$ cat config.mk
export PLATFORM = sky130hd
export DESIGN_NAME = branch_execute_cycle_flat
export DESIGN_NICKNAME = d
export VERILOG_FILES = /design/src/rtl/branch_execute_cycle_if.sv /design/src/rtl/branch_execute_cycle.sv /design/src/flat_wrapper.sv
export SDC_FILE = /design/constraint.sdc
export NUM_CORES = 1
export LEC_CHECK = 0
export CAP_MARGIN = 20
export CORE_AREA = 2 2 150 152
export DETAILED_ROUTE_END_ITERATION = 6
export DIE_AREA = 0 0 152 154
export GPL_TIMING_DRIVEN = 0
export PLACE_DENSITY = 0.95
export SYNTH_ARGS = -nofsm -noshare
export SYNTH_HDL_FRONTEND = slang
export SYNTH_SLANG_ARGS = --single-unit
$ cat constraint.sdc
create_clock -name clk -period 7.68 [get_ports clk]
set_input_delay 1.536 -clock clk [delete_from_list [all_inputs] [get_ports clk]]
set_output_delay 1.536 -clock clk [all_outputs]
set_load 0.03 [all_outputs]
$ cat src/rtl/branch_execute_cycle_if.sv
// Decode-to-execute control-flow bundle plus the execute/memory results it produces.
// Modports: master = decode/hazard side, slave = branch resolver.
interface branch_execute_cycle_if #(
   parameter int XLEN  = 32,
   parameter int CNT_W = 32
);
   logic             ValidD;
   logic             BranchD;
   logic             JumpD;
   logic             JalrD;
   logic [2:0]       Funct3D;
   logic [XLEN-1:0]  RD1D;
   logic [XLEN-1:0]  RD2D;
   logic [XLEN-1:0]  ImmExtD;
   logic [XLEN-1:0]  PCD;
   logic [XLEN-1:0]  PCPlus4D;
   logic [4:0]       RdD;

   logic             PCSrcE;
   logic [XLEN-1:0]  PCTargetE;
   logic             FlushD;
   logic             FlushE;
   logic             MisalignE;
   logic             IllegalBrE;
   logic             RegWriteM;
   logic [4:0]       RdM;
   logic [XLEN-1:0]  LinkM;
   logic [CNT_W-1:0] RedirectCount;

   modport master (
      output ValidD, BranchD, JumpD, JalrD, Funct3D, RD1D, RD2D, ImmExtD, PCD, PCPlus4D, RdD,
      input  PCSrcE, PCTargetE, FlushD, FlushE, MisalignE, IllegalBrE,
      input  RegWriteM, RdM, LinkM, RedirectCount
   );

   modport slave (
      input  ValidD, BranchD, JumpD, JalrD, Funct3D, RD1D, RD2D, ImmExtD, PCD, PCPlus4D, RdD,
      output PCSrcE, PCTargetE, FlushD, FlushE, MisalignE, IllegalBrE,
      output RegWriteM, RdM, LinkM, RedirectCount
   );
endinterface

$ cat src/rtl/branch_execute_cycle.sv
// Execute-stage branch/jump resolver: D/E register in, redirect out combinationally from D/E state,
// link write registered into E/M one edge later; no backpressure, a redirect squashes F/D and D/E.
module branch_execute_cycle #(
   parameter int XLEN  = 32,
   parameter int CNT_W = 32
) (
   input  logic                   clk,
   input  logic                   rst,
   branch_execute_cycle_if.slave  bus
);

   typedef struct packed {
      logic            valid;
      logic            branch;
      logic            jump;
      logic            jalr;
      logic [2:0]      funct3;
      logic [XLEN-1:0] rd1;
      logic [XLEN-1:0] rd2;
      logic [XLEN-1:0] immExt;
      logic [XLEN-1:0] pc;
      logic [XLEN-1:0] pcPlus4;
      logic [4:0]      rd;
   } deReg_t;

   deReg_t           deNext;
   deReg_t           deE;

   logic             condMet;
   logic             illegalFn;
   logic [XLEN-1:0]  sumPc;
   logic [XLEN-1:0]  sumReg;
   logic [XLEN-1:0]  targetE;
   logic             takenE;
   logic             misalignE;
   logic             pcSrcE;
   logic             linkWr;

   logic             regWriteM;
   logic [4:0]       rdM;
   logic [XLEN-1:0]  linkM;
   logic [CNT_W-1:0] redirectCount;

   always_comb begin
      deNext         = '0;
      deNext.valid   = bus.ValidD;
      deNext.branch  = bus.BranchD;
      deNext.jump    = bus.JumpD;
      deNext.jalr    = bus.JalrD;
      deNext.funct3  = bus.Funct3D;
      deNext.rd1     = bus.RD1D;
      deNext.rd2     = bus.RD2D;
      deNext.immExt  = bus.ImmExtD;
      deNext.pc      = bus.PCD;
      deNext.pcPlus4 = bus.PCPlus4D;
      deNext.rd      = bus.RdD;
   end

   // A redirect turns whatever decode offers this edge into a bubble.
   always_ff @(posedge clk) begin
      if (rst || pcSrcE) begin
         deE <= '0;
      end else begin
         deE <= deNext;
      end
   end

   always_comb begin
      condMet   = 1'b0;
      illegalFn = 1'b0;
      case (deE.funct3)
         3'b000:  condMet = (deE.rd1 == deE.rd2);
         3'b001:  condMet = (deE.rd1 != deE.rd2);
         3'b100:  condMet = ($signed(deE.rd1) <  $signed(deE.rd2));
         3'b101:  condMet = ($signed(deE.rd1) >= $signed(deE.rd2));
         3'b110:  condMet = (deE.rd1 <  deE.rd2);
         3'b111:  condMet = (deE.rd1 >= deE.rd2);
         default: illegalFn = 1'b1;
      endcase
   end

   assign sumPc   = deE.pc  + deE.immExt;
   assign sumReg  = deE.rd1 + deE.immExt;
   assign targetE = deE.jalr ? {sumReg[XLEN-1:1], 1'b0} : sumPc;

   assign takenE    = deE.valid & (deE.jump | deE.jalr | (deE.branch & condMet));
   assign misalignE = takenE & (targetE[1:0] != 2'b00);
   assign pcSrcE    = takenE & ~misalignE;
   assign linkWr    = deE.valid & (deE.jump | deE.jalr) & (deE.rd != 5'd0) & ~misalignE;

   always_ff @(posedge clk) begin
      if (rst) begin
         regWriteM     <= 1'b0;
         rdM           <= 5'd0;
         linkM         <= '0;
         redirectCount <= '0;
      end else begin
         regWriteM <= linkWr;
         rdM       <= linkWr ? deE.rd      : 5'd0;
         linkM     <= linkWr ? deE.pcPlus4 : '0;
         if (pcSrcE) begin
            redirectCount <= redirectCount + 1'b1;
         end
      end
   end

   assign bus.PCSrcE        = pcSrcE;
   assign bus.PCTargetE     = deE.valid ? targetE : '0;
   assign bus.FlushD        = pcSrcE;
   assign bus.FlushE        = pcSrcE;
   assign bus.MisalignE     = misalignE;
   assign bus.IllegalBrE    = deE.valid & deE.branch & illegalFn;
   assign bus.RegWriteM     = regWriteM;
   assign bus.RdM           = rdM;
   assign bus.LinkM         = linkM;
   assign bus.RedirectCount = redirectCount;

endmodule

$ cat src/flat_wrapper.sv
// flat-port wrapper written by rule: the top's interface ports become plain ports
module branch_execute_cycle_flat 
#(
   parameter int XLEN  = 32,
   parameter int CNT_W = 32
)
  (clk, rst, bus_ValidD, bus_BranchD, bus_JumpD, bus_JalrD, bus_Funct3D, bus_RD1D, bus_RD2D, bus_ImmExtD, bus_PCD, bus_PCPlus4D, bus_RdD, bus_PCSrcE, bus_PCTargetE, bus_FlushD, bus_FlushE, bus_MisalignE, bus_IllegalBrE, bus_RegWriteM, bus_RdM, bus_LinkM, bus_RedirectCount);
  branch_execute_cycle_if #(.XLEN(XLEN), .CNT_W(CNT_W)) bus_i ();
  input  logic clk;
  input  logic rst;
  input wire logic [$bits(bus_i.ValidD)-1:0] bus_ValidD;
  input wire logic [$bits(bus_i.BranchD)-1:0] bus_BranchD;
  input wire logic [$bits(bus_i.JumpD)-1:0] bus_JumpD;
  input wire logic [$bits(bus_i.JalrD)-1:0] bus_JalrD;
  input wire logic [$bits(bus_i.Funct3D)-1:0] bus_Funct3D;
  input wire logic [$bits(bus_i.RD1D)-1:0] bus_RD1D;
  input wire logic [$bits(bus_i.RD2D)-1:0] bus_RD2D;
  input wire logic [$bits(bus_i.ImmExtD)-1:0] bus_ImmExtD;
  input wire logic [$bits(bus_i.PCD)-1:0] bus_PCD;
  input wire logic [$bits(bus_i.PCPlus4D)-1:0] bus_PCPlus4D;
  input wire logic [$bits(bus_i.RdD)-1:0] bus_RdD;
  output wire logic [$bits(bus_i.PCSrcE)-1:0] bus_PCSrcE;
  output wire logic [$bits(bus_i.PCTargetE)-1:0] bus_PCTargetE;
  output wire logic [$bits(bus_i.FlushD)-1:0] bus_FlushD;
  output wire logic [$bits(bus_i.FlushE)-1:0] bus_FlushE;
  output wire logic [$bits(bus_i.MisalignE)-1:0] bus_MisalignE;
  output wire logic [$bits(bus_i.IllegalBrE)-1:0] bus_IllegalBrE;
  output wire logic [$bits(bus_i.RegWriteM)-1:0] bus_RegWriteM;
  output wire logic [$bits(bus_i.RdM)-1:0] bus_RdM;
  output wire logic [$bits(bus_i.LinkM)-1:0] bus_LinkM;
  output wire logic [$bits(bus_i.RedirectCount)-1:0] bus_RedirectCount;
  assign bus_i.ValidD = bus_ValidD;
  assign bus_i.BranchD = bus_BranchD;
  assign bus_i.JumpD = bus_JumpD;
  assign bus_i.JalrD = bus_JalrD;
  assign bus_i.Funct3D = bus_Funct3D;
  assign bus_i.RD1D = bus_RD1D;
  assign bus_i.RD2D = bus_RD2D;
  assign bus_i.ImmExtD = bus_ImmExtD;
  assign bus_i.PCD = bus_PCD;
  assign bus_i.PCPlus4D = bus_PCPlus4D;
  assign bus_i.RdD = bus_RdD;
  assign bus_PCSrcE = bus_i.PCSrcE;
  assign bus_PCTargetE = bus_i.PCTargetE;
  assign bus_FlushD = bus_i.FlushD;
  assign bus_FlushE = bus_i.FlushE;
  assign bus_MisalignE = bus_i.MisalignE;
  assign bus_IllegalBrE = bus_i.IllegalBrE;
  assign bus_RegWriteM = bus_i.RegWriteM;
  assign bus_RdM = bus_i.RdM;
  assign bus_LinkM = bus_i.LinkM;
  assign bus_RedirectCount = bus_i.RedirectCount;
  branch_execute_cycle #(.XLEN(XLEN), .CNT_W(CNT_W)) u_core (.clk(clk), .rst(rst), .bus(bus_i));
endmodule
==> results by group <==
Floorplan
  • Starting Density: 0.533
  • Row count: 54
  • Core Area: roughly 22000 µm²
  • Die height: 154 µm
  • Ports: 281
  • Die Area: between 20000 and 25000 µm²
  • Chip Width: roughly 150 µm

Setup path
  • Critical path class: reg2out
  • R2R depth: 13
  • Data required, critical path: about 6 ns
  • CP max-delay cell: clkdlybuf4s50_1
  • CP Max Fanout: 4
  • Slowest stage delay, CP: ~0.73 ns
  • Cell mode on critical path: a211oi_1
  • CP Cell Sequence: ha_1, fa_1, a211oi_1, o21ai_0, a211oi_1, o31ai_1, a31o_2, a211oi_2, a211oi_1, a211oi_1, xor2_1, o22ai_1, clkdlybuf4s50_1
  • Crit end category: output port
  • Critical path data arrival time: 5.16 ns
  • Startpoint types: register

Pwr
  • Power Density: about 200 nW/µm²
  • Maximum VDD drop: 0.184 mV
  • Pleak: about 6.4 nW

Yosys
  • Seq/Total Area, Yosys: 0.419
  • Post-synth ARST share: 0
  • Synth area leader: dfxtp_1
  • YS warnings: 0
  • Post-synthesis cell count: ~1300
  • Syn_area_per_cell: approximately 9 µm²
  • Synth top area share: 0.419
  • EDFF count, synth: 0
  • Synthesized flop and latch total: 242
  • Netlist Area Pre-Place: roughly 12000 µm²
  • Top cells by area, synth: dfxtp_1 42%, and2_1 12%, ha_1 10%
  • Syn Nets: approximately 1500
  • Distinct cells, synth: 67
  • Post-synth top flop: dfxtp_1

Timing
  • Tmin final: 6.70 ns
  • Final setup TNS: 0 ns
  • Pins over their slew limit: 0
  • Hold Vio Cnt, Final: 0
  • Fmax: 149 MHz
  • Fin crit share: 0.872
  • Slew Limit Headroom: 0.449
  • Hold_ws: ~0.43 ns
  • RSZ-0062 raised after global routing: no
  • Clock Skews: approximately 0.016 ns
  • Final Setup Violations: 0
  • Worst-Margin Slew: slightly above 0.8 ns

CTS
  • Cts bufs inserted: 26
  • CTS tree: done
  • Clk slew on worst S/H paths: 0.06 ns
  • TritonCTS sink count: about 240
  • Cts hold-fix bufs: 0
  • CTS max path bufs: 3
  • CTS root buf: clkbuf_16
  • Clock insertion delay at the later pin of the skew report: ~0.55 ns
  • Postcts setup bufs: 0
  • H-tree levels: 1
  • Resized cells post-CTS: 0

Min path
  • Worst Hold Depth: 1
  • Tightest Hold Check Type: reg2reg

Cells and area
  • Most common cell after layout, fill and taps aside: clkdlybuf4s50_1
  • Ratio of cells with drive above 1 in the final layout: 0.0467
  • Final design area excluding fillers: between 15000 and 20000 µm²
  • Commonest cells after routing, fill and taps aside: 280 x clkdlybuf4s50_1, 242 x dfxtp_1, 222 x and2_1
  • Non-Filler Instances: between 1500 and 2000
  • Area Overhead vs Synth: 34.7%
  • Antenna diodes: 0
  • Nets: between 1500 and 2000

Drt
  • DRC: 0
  • Final WL: roughly 34000 µm
  • Vias per Instance: around 5.5
  • Routed Antenna Nets: 0
  • Detailed Route Iter0 Violations: between 500 and 600
  • DR vias: between 10000 and 15000
  • Wire per inst: 18.4 µm
  • DR pass1 iterations: 5

Placement
  • Placed Area: 14700 µm²
  • GPL Wtd Cong: a little over 0.9
  • Dpl hpwl: around 26000 µm
  • Port Buffers: 280
  • Cell count after placement: 1815

Global route
  • Antenna violations before repair: 2
  • Largest net degree at the start of global routing: 15
  • Total Routing Usage GR: 0.284
  • Grt total ovfl: 0
  • First-pass GRT wire length: between 50000 and 60000 µm
  • Vias in the first global route: roughly 10000

Run
  • Max cap viols: 0

Run status
  • Status: completed
-- area by class of cell --
| class | instances | area [µm²] |
|---|---|---|
| clock buffers | 34 | 731 |
| repair buffers | 280 | 2800 |
| fillers | 1555 | 6110 |
| well taps | 280 | 350 |
| clock inverters | 14 | 126 |
| plain buffers | 48 | 205 |
| inverters | 50 | 188 |
| flip-flops and latches | 242 | 4840 |
| multi-input cells | 915 | 6330 |
-- synthesized netlist by cell type (9+ instances only) --
cell	number
a211oi_1	12
a21o_1	42
a21oi_1	82
and2_1	222
and3_1	15
clkbuf_1	39
dfxtp_1	242
ha_1	94
inv_1	50
nand2_1	55
nand3_1	26
nand4_1	21
nor2_1	56
nor2b_1	22
nor3_1	10
o21a_1	9
o21ai_0	49
o21bai_1	9
o31ai_1	16
or4_1	12
xnor2_1	39
xor2_1	24
-- worst max-delay path, delay by kind of cell, from the launching register on --
family	cells	cell delay [ns]
xor gates and xnor gates	1	0.11
DFF	1	0.34
buffers and inverters	1	0.73
AOI/OAI and AO/OA	9	2.80
adders and majority gates	2	0.66
-- metal layers --
layer  GRT usage  routed length, µm  part of all wire
met5           0                 13           0.00038
met3      0.0789               3180             0.093
met2       0.491              16200              0.47
met4       0.127               1590             0.046
met1       0.327              13300              0.39
-- registers in the layout, indices dropped and copies added, names as in the netlist --
register	count
u_core.bus.RedirectCount	32
u_core.bus.LinkM	32
u_core.bus.RdM	5
u_core.bus.RegWriteM	1
u_core.deE	172
-- worst paths after layout --
path / start / endpoint / slack, ns
max: u_core.deE[69] / bus_PCTargetE[24] / 0.98
min: u_core.deE[28] / u_core.bus.LinkM[23] / 0.43
max reg2reg: u_core.deE[106] / u_core.deE[6] / 3.53
min reg2reg: u_core.deE[28] / u_core.bus.LinkM[23] / 0.43
-- power breakdown --
group / leakage [nW] / internal [W] / switching, W
Clock: 0.422 / 0.000709 / 0.000525
Sequential: 2.00 / 0.00131 / 0.0000327
Combinational: 4.03 / 0.000262 / 0.000280
Total: 6.45 / 0.00229 / 0.000838
-- stage by stage --
stage	total power [W]	setup WS (ns)	util
after floorplan	0.00169	2.75	-
after global placement	0.00189	1.73	0.679
after detailed placement	0.00191	1.68	0.679
after CTS	0.00314	1.10	0.718
after global routing	0.00324	0.742	0.718
final	0.00312	0.980	0.718
-- cell families (layout without fill, tap and decap cells) --
group	after synthesis	in the layout	share of synthesized area
buffers and inverters	98	426	0.0340
and+or+nand+nor	479	479	0.236
DFF	242	242	0.419
muxes	8	8	0.00768
xor gates and xnor gates	63	63	0.0477
adders and majority gates	96	96	0.105
AOI/OAI and AO/OA	269	269	0.151
Note: power is estimated with default switching activity, not from simulation.
